**src/rtl/nmc_initiator_pkg.sv**
```systemverilog
// Shared types for the nmc host-side initiator: request/response payloads and
// staging-register layouts.
package nmc_initiator_pkg;

  localparam int unsigned AddrW   = 8;
  localparam int unsigned EntryW  = 16;
  localparam int unsigned IdW     = 4;
  localparam int unsigned FeatW   = 16;
  localparam int unsigned ResultW = 16;

  typedef logic [ResultW-1:0] result_t;

  typedef struct packed {
    logic [AddrW-1:0]  addr;
    logic [EntryW-1:0] entry;
  } nmc_wr_req_t;

  typedef struct packed {
    logic [AddrW-1:0] addr;
    logic [IdW-1:0]   id;
    logic             id_vld;
    logic [FeatW-1:0] feature;
  } nmc_qr_req_t;

  typedef struct packed {
    logic    valid;
    logic    found;
    result_t result;
  } nmc_qr_resp_t;

  typedef struct packed {
    logic    found;
    result_t result;
  } nmc_res_t;

  typedef struct packed {
    logic        vld;
    nmc_wr_req_t data;
  } wr_stage_t;

  typedef struct packed {
    logic        vld;
    nmc_qr_req_t data;
  } qr_stage_t;

endpackage

```
**src/rtl/nmc_initiator_if.sv**
```systemverilog
// Upstream command/result handshakes plus the nmc FIFO push and response signals.
interface nmc_initiator_if;
  import nmc_initiator_pkg::*;

  logic         wr_cmd_vld;
  logic         wr_cmd_rdy;
  nmc_wr_req_t  wr_cmd;
  logic         qr_cmd_vld;
  logic         qr_cmd_rdy;
  nmc_qr_req_t  qr_cmd;
  logic         res_vld;
  logic         res_rdy;
  logic         res_found;
  result_t      res_result;
  nmc_wr_req_t  nmc_wr_req;
  logic         nwr_push;
  logic         nwr_full;
  nmc_qr_req_t  nmc_qr_req;
  logic         nqr_push;
  logic         nqr_full;
  nmc_qr_resp_t nmc_qr_resp;

  modport master (
    input  wr_cmd_vld, wr_cmd, qr_cmd_vld, qr_cmd, res_rdy, nwr_full, nqr_full, nmc_qr_resp,
    output wr_cmd_rdy, qr_cmd_rdy, res_vld, res_found, res_result, nmc_wr_req, nwr_push,
           nmc_qr_req, nqr_push
  );

  modport slave (
    output wr_cmd_vld, wr_cmd, qr_cmd_vld, qr_cmd, res_rdy, nwr_full, nqr_full, nmc_qr_resp,
    input  wr_cmd_rdy, qr_cmd_rdy, res_vld, res_found, res_result, nmc_wr_req, nwr_push,
           nmc_qr_req, nqr_push
  );

endinterface

```
**src/rtl/nmc_initiator_fifo.sv**
```systemverilog
// Synchronous show-ahead FIFO; head data is valid whenever empty_o is low.
module nmc_initiator_fifo #(
  parameter type         fifo_t     = logic,
  parameter int unsigned FIFO_DEPTH = 4
) (
  input  logic  clk,
  input  logic  rst_n,
  input  logic  push_i,
  input  fifo_t data_i,
  input  logic  pop_i,
  output fifo_t data_o,
  output logic  full_o,
  output logic  empty_o
);

  localparam int unsigned PtrW = $clog2(FIFO_DEPTH);
  localparam logic [PtrW:0] FullCnt = (PtrW+1)'(FIFO_DEPTH);

  fifo_t           mem_q [FIFO_DEPTH];
  logic [PtrW-1:0] wptr_q, wptr_d, rptr_q, rptr_d;
  logic [PtrW:0]   cnt_q, cnt_d;
  logic            push_ok, pop_ok;

  assign full_o  = (cnt_q == FullCnt);
  assign empty_o = (cnt_q == '0);
  assign push_ok = push_i & ~full_o;
  assign pop_ok  = pop_i & ~empty_o;
  assign data_o  = mem_q[rptr_q];

  always_comb begin
    wptr_d = wptr_q;
    rptr_d = rptr_q;
    cnt_d  = cnt_q;
    if (push_ok) wptr_d = wptr_q + 1'b1;
    if (pop_ok)  rptr_d = rptr_q + 1'b1;
    if (push_ok && !pop_ok)      cnt_d = cnt_q + 1'b1;
    else if (pop_ok && !push_ok) cnt_d = cnt_q - 1'b1;
  end

  always_ff @(posedge clk) begin
    if (!rst_n) begin
      wptr_q <= '0;
      rptr_q <= '0;
      cnt_q  <= '0;
    end else begin
      wptr_q <= wptr_d;
      rptr_q <= rptr_d;
      cnt_q  <= cnt_d;
    end
  end

  // Storage needs no reset: entries are only read after being written.
  always_ff @(posedge clk) begin
    if (push_ok) mem_q[wptr_q] <= data_i;
  end

endmodule

```
**src/rtl/nmc_initiator.sv**
```systemverilog
// Host-side nmc initiator: stages write/query commands, fences writes behind
// in-flight queries, and buffers query responses under credit control.
module nmc_initiator
  import nmc_initiator_pkg::*;
#(
  parameter int unsigned RESP_DEPTH = 4,
  parameter int unsigned CNT_W      = 32
) (
  input  logic             clk,
  input  logic             rst_n,
  nmc_initiator_if.master  bus,
  output logic             busy_o,
  output logic [CNT_W-1:0] found_cnt_o,
  output logic [CNT_W-1:0] miss_cnt_o,
  output logic             err_o
);

  localparam int unsigned    CrW   = $clog2(RESP_DEPTH) + 1;
  localparam logic [CrW-1:0] CrMax = CrW'(RESP_DEPTH);

  wr_stage_t        wr_s_q, wr_s_d;
  qr_stage_t        qr_s_q, qr_s_d;
  logic [CrW-1:0]   cred_q, cred_d;
  logic [CrW-1:0]   out_q, out_d;
  logic [CNT_W-1:0] found_q, found_d, miss_q, miss_d;
  logic             err_q, err_d;

  logic     fence_clear, nwr_push, nqr_push, wr_cmd_rdy, qr_cmd_rdy;
  logic     wr_cmd_fire, qr_cmd_fire, res_fire;
  logic     resp_vld, resp_unexp, resp_dec, resp_keep;
  logic     fifo_full, fifo_empty;
  nmc_res_t resp_entry, res_head;

  // Queries must all be answered before a write may enter, since nmc
  // would otherwise service the write ahead of an earlier query.
  assign fence_clear = (out_q == '0) & ~qr_s_q.vld;
  assign nwr_push    = wr_s_q.vld & ~bus.nwr_full;
  assign wr_cmd_rdy  = (~wr_s_q.vld | nwr_push) & fence_clear;
  assign wr_cmd_fire = bus.wr_cmd_vld & wr_cmd_rdy;

  assign nqr_push    = qr_s_q.vld & ~bus.nqr_full;
  assign qr_cmd_rdy  = (~qr_s_q.vld | nqr_push) & (cred_q != '0) & ~wr_cmd_fire;
  assign qr_cmd_fire = bus.qr_cmd_vld & qr_cmd_rdy;

  assign res_fire   = ~fifo_empty & bus.res_rdy;
  assign resp_vld   = bus.nmc_qr_resp.valid;
  assign resp_unexp = resp_vld & (out_q == '0);
  assign resp_dec   = resp_vld & ~resp_unexp;
  assign resp_keep  = resp_dec & ~fifo_full;

  assign resp_entry.found  = bus.nmc_qr_resp.found;
  assign resp_entry.result = bus.nmc_qr_resp.found ? bus.nmc_qr_resp.result : '0;

  nmc_initiator_fifo #(
    .fifo_t     (nmc_res_t),
    .FIFO_DEPTH (RESP_DEPTH)
  ) u_resp_fifo (
    .clk     (clk),
    .rst_n   (rst_n),
    .push_i  (resp_keep),
    .data_i  (resp_entry),
    .pop_i   (res_fire),
    .data_o  (res_head),
    .full_o  (fifo_full),
    .empty_o (fifo_empty)
  );

  always_comb begin
    wr_s_d = wr_s_q;
    if (wr_cmd_fire) begin
      wr_s_d.vld  = 1'b1;
      wr_s_d.data = bus.wr_cmd;
    end else if (nwr_push) begin
      wr_s_d.vld = 1'b0;
    end

    qr_s_d = qr_s_q;
    if (qr_cmd_fire) begin
      qr_s_d.vld  = 1'b1;
      qr_s_d.data = bus.qr_cmd;
    end else if (nqr_push) begin
      qr_s_d.vld = 1'b0;
    end

    cred_d = cred_q;
    if (qr_cmd_fire && !res_fire) begin
      cred_d = cred_q - 1'b1;
    end else if (res_fire && !qr_cmd_fire && (cred_q != CrMax)) begin
      cred_d = cred_q + 1'b1;
    end

    out_d = out_q;
    if (nqr_push && !resp_dec)      out_d = out_q + 1'b1;
    else if (resp_dec && !nqr_push) out_d = out_q - 1'b1;

    found_d = found_q;
    miss_d  = miss_q;
    if (resp_keep) begin
      if (bus.nmc_qr_resp.found) begin
        if (found_q != '1) found_d = found_q + 1'b1;
      end else if (miss_q != '1) begin
        miss_d = miss_q + 1'b1;
      end
    end

    err_d = err_q | (resp_vld & (resp_unexp | fifo_full));
  end

  always_ff @(posedge clk) begin
    if (!rst_n) begin
      wr_s_q  <= '0;
      qr_s_q  <= '0;
      cred_q  <= CrMax;
      out_q   <= '0;
      found_q <= '0;
      miss_q  <= '0;
      err_q   <= 1'b0;
    end else begin
      wr_s_q  <= wr_s_d;
      qr_s_q  <= qr_s_d;
      cred_q  <= cred_d;
      out_q   <= out_d;
      found_q <= found_d;
      miss_q  <= miss_d;
      err_q   <= err_d;
    end
  end

  assign bus.wr_cmd_rdy = wr_cmd_rdy;
  assign bus.qr_cmd_rdy = qr_cmd_rdy;
  assign bus.nwr_push   = nwr_push;
  assign bus.nmc_wr_req = wr_s_q.data;
  assign bus.nqr_push   = nqr_push;
  assign bus.nmc_qr_req = qr_s_q.data;
  assign bus.res_vld    = ~fifo_empty;
  assign bus.res_found  = res_head.found;
  assign bus.res_result = res_head.result;

  assign busy_o      = wr_s_q.vld | qr_s_q.vld | (out_q != '0) | ~fifo_empty;
  assign found_cnt_o = found_q;
  assign miss_cnt_o  = miss_q;
  assign err_o       = err_q;

endmodule
```
**src/flat_wrapper.sv**
```systemverilog
// flat-port wrapper written by rule: the top's interface ports become plain ports
module nmc_initiator_flat import nmc_initiator_pkg::*;
#(
  parameter int unsigned RESP_DEPTH = 4,
  parameter int unsigned CNT_W      = 32
)
  (clk, rst_n, busy_o, found_cnt_o, miss_cnt_o, err_o, bus_wr_cmd_vld, bus_wr_cmd, bus_qr_cmd_vld, bus_qr_cmd, bus_res_rdy, bus_nwr_full, bus_nqr_full, bus_nmc_qr_resp, bus_wr_cmd_rdy, bus_qr_cmd_rdy, bus_res_vld, bus_res_found, bus_res_result, bus_nmc_wr_req, bus_nwr_push, bus_nmc_qr_req, bus_nqr_push);
  nmc_initiator_if bus_i ();
  input  logic clk;
  input  logic rst_n;
  output logic busy_o;
  output logic [CNT_W-1:0] found_cnt_o;
  output logic [CNT_W-1:0] miss_cnt_o;
  output logic err_o;
  input wire logic [$bits(bus_i.wr_cmd_vld)-1:0] bus_wr_cmd_vld;
  input wire logic [$bits(bus_i.wr_cmd)-1:0] bus_wr_cmd;
  input wire logic [$bits(bus_i.qr_cmd_vld)-1:0] bus_qr_cmd_vld;
  input wire logic [$bits(bus_i.qr_cmd)-1:0] bus_qr_cmd;
  input wire logic [$bits(bus_i.res_rdy)-1:0] bus_res_rdy;
  input wire logic [$bits(bus_i.nwr_full)-1:0] bus_nwr_full;
  input wire logic [$bits(bus_i.nqr_full)-1:0] bus_nqr_full;
  input wire logic [$bits(bus_i.nmc_qr_resp)-1:0] bus_nmc_qr_resp;
  output wire logic [$bits(bus_i.wr_cmd_rdy)-1:0] bus_wr_cmd_rdy;
  output wire logic [$bits(bus_i.qr_cmd_rdy)-1:0] bus_qr_cmd_rdy;
  output wire logic [$bits(bus_i.res_vld)-1:0] bus_res_vld;
  output wire logic [$bits(bus_i.res_found)-1:0] bus_res_found;
  output wire logic [$bits(bus_i.res_result)-1:0] bus_res_result;
  output wire logic [$bits(bus_i.nmc_wr_req)-1:0] bus_nmc_wr_req;
  output wire logic [$bits(bus_i.nwr_push)-1:0] bus_nwr_push;
  output wire logic [$bits(bus_i.nmc_qr_req)-1:0] bus_nmc_qr_req;
  output wire logic [$bits(bus_i.nqr_push)-1:0] bus_nqr_push;
  assign bus_i.wr_cmd_vld = bus_wr_cmd_vld;
  assign bus_i.wr_cmd = bus_wr_cmd;
  assign bus_i.qr_cmd_vld = bus_qr_cmd_vld;
  assign bus_i.qr_cmd = bus_qr_cmd;
  assign bus_i.res_rdy = bus_res_rdy;
  assign bus_i.nwr_full = bus_nwr_full;
  assign bus_i.nqr_full = bus_nqr_full;
  assign bus_i.nmc_qr_resp = bus_nmc_qr_resp;
  assign bus_wr_cmd_rdy = bus_i.wr_cmd_rdy;
  assign bus_qr_cmd_rdy = bus_i.qr_cmd_rdy;
  assign bus_res_vld = bus_i.res_vld;
  assign bus_res_found = bus_i.res_found;
  assign bus_res_result = bus_i.res_result;
  assign bus_nmc_wr_req = bus_i.nmc_wr_req;
  assign bus_nwr_push = bus_i.nwr_push;
  assign bus_nmc_qr_req = bus_i.nmc_qr_req;
  assign bus_nqr_push = bus_i.nqr_push;
  nmc_initiator #(.RESP_DEPTH(RESP_DEPTH), .CNT_W(CNT_W)) u_core (.clk(clk), .rst_n(rst_n), .bus(bus_i), .busy_o(busy_o), .found_cnt_o(found_cnt_o), .miss_cnt_o(miss_cnt_o), .err_o(err_o));
endmodule
```
**config.mk**
```make
export PLATFORM = sky130hd
export DESIGN_NAME = nmc_initiator_flat
export DESIGN_NICKNAME = d
export VERILOG_FILES = /design/src/rtl/nmc_initiator_pkg.sv /design/src/rtl/nmc_initiator_if.sv /design/src/rtl/nmc_initiator_fifo.sv /design/src/rtl/nmc_initiator.sv /design/src/flat_wrapper.sv
export SDC_FILE = /design/constraint.sdc
export NUM_CORES = 1
export LEC_CHECK = 0
export CORE_MARGIN = 2
export CORE_UTILIZATION = 45
export DETAILED_ROUTE_END_ITERATION = 6
export GPL_ROUTABILITY_DRIVEN = 0
export GPL_TIMING_DRIVEN = 1
export PLACE_DENSITY = 0.77
export SETUP_SLACK_MARGIN = 0.2
export SYNTH_ARGS = -nofsm -noshare
export SYNTH_HDL_FRONTEND = slang
export SYNTH_SLANG_ARGS = --single-unit
export TNS_END_PERCENT = 1
```
**constraint.sdc**
```tcl
create_clock -name clk -period 2.1 [get_ports clk]
set_input_delay 0.525 -clock clk [delete_from_list [all_inputs] [get_ports clk]]
set_output_delay 0.525 -clock clk [all_outputs]
set_load 0.01 [all_outputs]
```
# [After elaboration in Yosys (flattened, before gate mapping)]
# Memory sizes are Yosys's and may differ from the RTL's. A register that Yosys moved wholly into a read port is not among the register bits.
# Cells that the tools add are included.
[totals] reg_bits=133 ram_bits=68 in_bits=78 output_inout_bits=141 elab_cells=101 n_memories=1
[classes] n_addsub=10 eq_ne=4 n_mux=15 n_bitwise=31 n_reduce_logical=24
[memory_table] memory="u_core.u_resp_fifo.mem_q" words=4 width=17 read_ports=1 rd_ports_with_merged_regs=1 wr=1 line="nmc_initiator_fifo.sv:19" rtl="fifo_t mem_q [FIFO_DEPTH];"
[op_table] operator="$add A32 B1 Y32 const B" n=2
[op_table] operator="$ne A32 B32 Y1 const B" n=2
[op_table] operator="$mux W3" n=6
[op_table] operator="$mux W16" n=1
[op_table] operator="$and A1 B1 Y1" n=15
[op_table] operator="$reduce_bool A2 Y1" n=5
[op_table] operator="$add A3 B1 Y3 const B" n=3
[op_table] operator="$not A1 Y1" n=9
[op_table] operator="$sub A3 B1 Y3 const B" n=3
[op_table] operator="$logic_and A1 B1 Y1" n=7
[op_table] operator="$or A1 B1 Y1" n=7
[op_table] operator="$logic_not A1 Y1" n=6
[op_table] operator="$logic_not A3 Y1" n=2
[op_table] operator="$mux W1" n=6
[op_table] operator="$reduce_and A3 Y1" n=2
[op_table] operator="$reduce_bool A3 Y1" n=2
[op_table] operator="$add A2 B1 Y2 const B" n=2
[op_table] operator="$mux W2" n=2
[op_table] operator="$eq A3 B3 Y1 const B" n=1
[op_table] operator="$ne A3 B3 Y1 const B" n=1

# [Depth between registers and ports, before layout]
[logic_depth] word_depth=13 depth_mapped=9 depth_no_buf=9

# [Modules after synthesis]
# From an unflattened synthesis, not the netlist that was laid out.
[hier_totals] cells_unflattened=902 area_unflattened_um2=9063.7
[by_module_without_submodules] module="nmc_initiator" n_inst=1 cells_per_inst=765 area_per_inst_um2=6108.4 seq_area_each_um2=2522.4
[by_module_without_submodules] module="nmc_initiator_fifo" n_inst=1 cells_per_inst=137 area_per_inst_um2=2955.3 seq_area_each_um2=2222.1

# [Least setup slack after synthesis]
# No wires, ideal clock.
[synth_path] path_kind="reg2reg" start="reg u_core.u_resp_fifo.cnt_q[0]" end="reg u_core.u_resp_fifo.cnt_q[2]" setup_time_ns=0.070 arrival_ns=2.289 t_required_ns=2.030 path_slack_ns=-0.260 path_stages_with_launch=10 n_path_buf=0 synth_period_minus_slack_ns=2.360 cell_sequence="dfxtp_1 > or3_1 > and2_1 > inv_1 > ha_1 > inv_1 > fa_1 > xor2_1 > or3_1 > a21oi_1"
[synth_via] elab_chain_len=7 word_cells_on_any_way=17 cone_classes="add/sub: 2; eq/ne: 1; mux: 2; bitwise: 6; reduce/logical: 6"
[synth_lines] element="start: declaration" line="nmc_initiator_fifo.sv:21" rtl="logic [PtrW:0] cnt_q, cnt_d;"
[synth_lines] element="start signal: assignment" line="nmc_initiator_fifo.sv:48" rtl="cnt_q <= cnt_d;"
[synth_lines] element="$logic_not A3 Y1 *" line="nmc_initiator_fifo.sv:25" rtl="assign empty_o = (cnt_q == '0);"
[synth_lines] element="$not A1 Y1 *"
[synth_lines] element="named net bus_res_vld" line="flat_wrapper.sv:25" rtl="output wire logic [$bits(bus_i.res_vld)-1:0] bus_res_vld;"
[synth_lines] element="$and A1 B1 Y1" line="nmc_initiator.sv:45" rtl="assign res_fire = ~fifo_empty & bus.res_rdy;"
[synth_lines] element="$and A1 B1 Y1 *" line="nmc_initiator_fifo.sv:27" rtl="assign pop_ok = pop_i & ~empty_o;"
[synth_lines] element="$logic_not A1 Y1" line="nmc_initiator_fifo.sv:36" rtl="if (push_ok && !pop_ok) cnt_d = cnt_q + 1'b1;"
[synth_lines] element="$logic_and A1 B1 Y1" line="nmc_initiator_fifo.sv:36"
[synth_lines] element="$mux W3 / $reduce_bool A2 Y1 (equally long branches)"
# The timed path passes the listed nets; every way through them passes the cells marked *. The select of a mux whose other input is x is not followed.
# A chain may end at the register's enable or synchronous reset.

==> metrics <==
outcome finished with violations; violated checks negative setup slack; layout cells sized above 1 0.247; register area 4790 µm²; hold wc startpoint u_core.bus.nmc_qr_req[28]; EDFF count, synth 68; Critical Path RT 1570 ps; period utilization 1.11; cell count after synthesis 899; CP dominant cell by count buf_6; Overall Power 13.0 mW; Iter 0 DRT Violations 436; Post-Place Cells 1,381; YS warnings 0; CTS tree yes; pin count of the biggest net entering global routing 47; Worst-Margin Slew 407 ps; Buffers on Ports 218; Lkg Pwr 5.23 nW; TritonRoute pass-1 iters 5; vias in the first global route 7,298; max cap viols 0; Worst-path clk slew 60 ps; worst rel slew slack 0.727; global route overflow 0; flop2flop setup slack 20 ps; Synth Flop Type dfxtp_1; r2r worst-path depth 9; fill cell count 1,574; Max Root-Sink Buffers 3; Sink Count 203; Seq cells post-synth 203; first-pass GRT wire length 37.5 mm; Crit Reg-Reg Endpoint u_core.u_resp_fifo.cnt_q[2]; Netlist cell types 58; Reg power frac 0.374; Root Driver clkbuf_16; final non-filler cell total 1,430; TritonCTS Buffers 23; Die Y 146 µm; DP Worst Slack -408 ps; CP max stage cell mux4_2; Initial Util 0.461; via/cell ratio 5.27; Sum Neg Setup Slack -2450 ps; chip width 146 µm; worst IR drop on VDD 0.589 mV; setup violators final 19; WL/cell 16.5 µm; via count 7,538; antenna violations before repair 2; final hold slack 449 ps; Hold Path Sink u_core.bus.nmc_qr_req[28]; Final Skew 6.96 ps; Slew Limit Fails 0; WL final 23.5 mm; unrepaired setup endpoints after global routing yes; Core Area 19,600 µm²; Combinational Power Share 0.314; final hold vios 0; register area share after synthesis 0.525; CP Buf/Inv Count 3; worst path cell trace buf_16 -> buf_6 -> mux4_2 -> buf_6; clk_lat worst skew 500 ps; Fmax 431 MHz; Sw Ratio 0.293; Internal Power 9.19 mW; die area 21,200 µm²; gr usage total 0.212; Mapped Area 9040 µm²; Critical Path Start Type flop; Hold Crit Class reg2reg; CP Capture Type primary output; ys async rst share 0; delay-heaviest family, CP multiplexers; area of the multi-input gates 4020 µm²; clock power share 0.312; Crit Path Class reg2out; worst setup margin -221 ps; DRC errors left 0; Antenna Nets Post-Route 0; critical path peak fanout 8; Hold Buf Count CTS 0; Post-Syn Nets 988; row cnt 51; hold path depth 2; H-tree levels 1; Final min period 2320 ps; area grow syn2layout 43.1%; # IOs 219; Post-Syn Area per Cell 10.1 µm²; critical path's largest stage delay 520 ps; fin nets 1,235; Reg2Reg Launch Point u_core.u_resp_fifo.cnt_q[2]; Power Density 1010 nW/µm²; WP data arrival 1800 ps; NetSw 3.82 mW; hpwl dp 16.0 mm
-- metal layers --
metal | GRT usage | routed length (µm)
met1 | 0.273 | 9870
met2 | 0.365 | 11800
met3 | 0.0467 | 1500
met4 | 0.0495 | 389
met5 | 0 | 0
-- layout make-up --
| type | count | area share |
|---|---|---|
| antenna | 2 | 0.000387 |
| clock buffer | 27 | 0.0456 |
| clock inverter | 15 | 0.0136 |
| inverter | 18 | 0.00551 |
| multi-input combinational | 583 | 0.311 |
| sequential | 203 | 0.370 |
| tap | 265 | 0.0256 |
| timing repair buffer | 317 | 0.229 |
-- flip-flops by register name, indices dropped and copies added (netlist names), named ones only --
register / flops
u_core.qr_s_q: 1
u_core.out_q: 3
u_core.miss_cnt_o: 32
u_core.u_resp_fifo.cnt_q: 3
u_core.found_cnt_o: 32
u_core.wr_s_q: 1
u_core.bus.nmc_qr_req: 29
u_core.u_resp_fifo.wptr_q: 2
u_core.bus.nmc_wr_req: 24
u_core.u_resp_fifo.mem_q: 68
u_core.u_resp_fifo.rptr_q: 2
u_core.cred_q: 3
u_core.err_o: 1
-- what timing repair did --
item | 4_1_cts | 5_1_grt
endpoints found under the setup margin | 204 | 114
pin swaps | 24 | 31
gates cloned | 1 | 0
gates resized for setup | 247 | 90
setup buffers | 2 | 2
-- through the flow --
step | cell area [µm²] | utilization
after global placement | 11900 | 0.606
after global routing | 12900 | 0.660
after CTS | 12600 | 0.643
after detailed placement | 11900 | 0.606
after floorplan | 9100 | -
final | 12900 | 0.660
-- worst min-delay path: stages, from the launching register on --
cell and delay [ps]:
dfxtp_1 300, nand2_1 50, a21oi_1 50
-- layout by cell type (no fill, tap or decap), types with 18 or more instances in the layout --
cell type,count
nand4_1,18
dfxtp_1,103
and2_1,21
dfxtp_2,31
buf_6,23
nand2_1,156
edfxtp_1,68
dlygate4sd2_1,115
buf_4,79
a21oi_1,84
o31ai_1,22
nor2_1,24
clkbuf_16,23
clkdlybuf4s50_1,74
nand3_1,22
-- cell families after synthesis --
logic type / share of synthesized area
xor+xnor: 0.0136
compound gates: 0.107
fa+ha+maj: 0.0177
flops: 0.525
simple gates: 0.205
mux: 0.0612
buf+inv: 0.0706
-- Yosys cell counts, drive strengths merged, types with 12 or more instances --
master	instances	area, µm²
edfxtp	68	2040
nand3	28	145
or4	24	185
nand4	19	134
mux2i	17	170
nand2b	16	100
buf	64	454
or3	20	126
o31ai	24	180
mux4	17	383
and2	22	138
nor4	12	96.3
clkbuf	31	116
nor2	27	101
dfxtp	135	2700
o21ai	18	90.1
a21oi	98	490
nand2	162	611
inv	18	67.6
-- worst max-delay path by stage --
| stage | end | slack [ps] | cells after the start |
|---|---|---|---|
| floorplan | u_core.u_resp_fifo.cnt_q[2] | 30 | 9 |
| global placement | u_core.cred_q[2] | -350 | 9 |
| detailed placement | u_core.cred_q[2] | -410 | 9 |
| CTS | bus_res_found | -280 | 3 |
| global route | bus_res_result[3] | -280 | 4 |
| finish | bus_res_result[3] | -220 | 4 |
-- power groups by stage --
stage	Sequential, mW	Combinational, mW	Clock (mW)
3_5_place_dp	4.92	4.05	0
5_1_grt	4.93	4.43	4.32
3_3_place_gp	4.89	3.98	0
4_1_cts	4.86	3.95	4.15
6_report	4.86	4.08	4.06
2_1_floorplan	4.88	2.38	0
(Power assumes the default switching activity.)
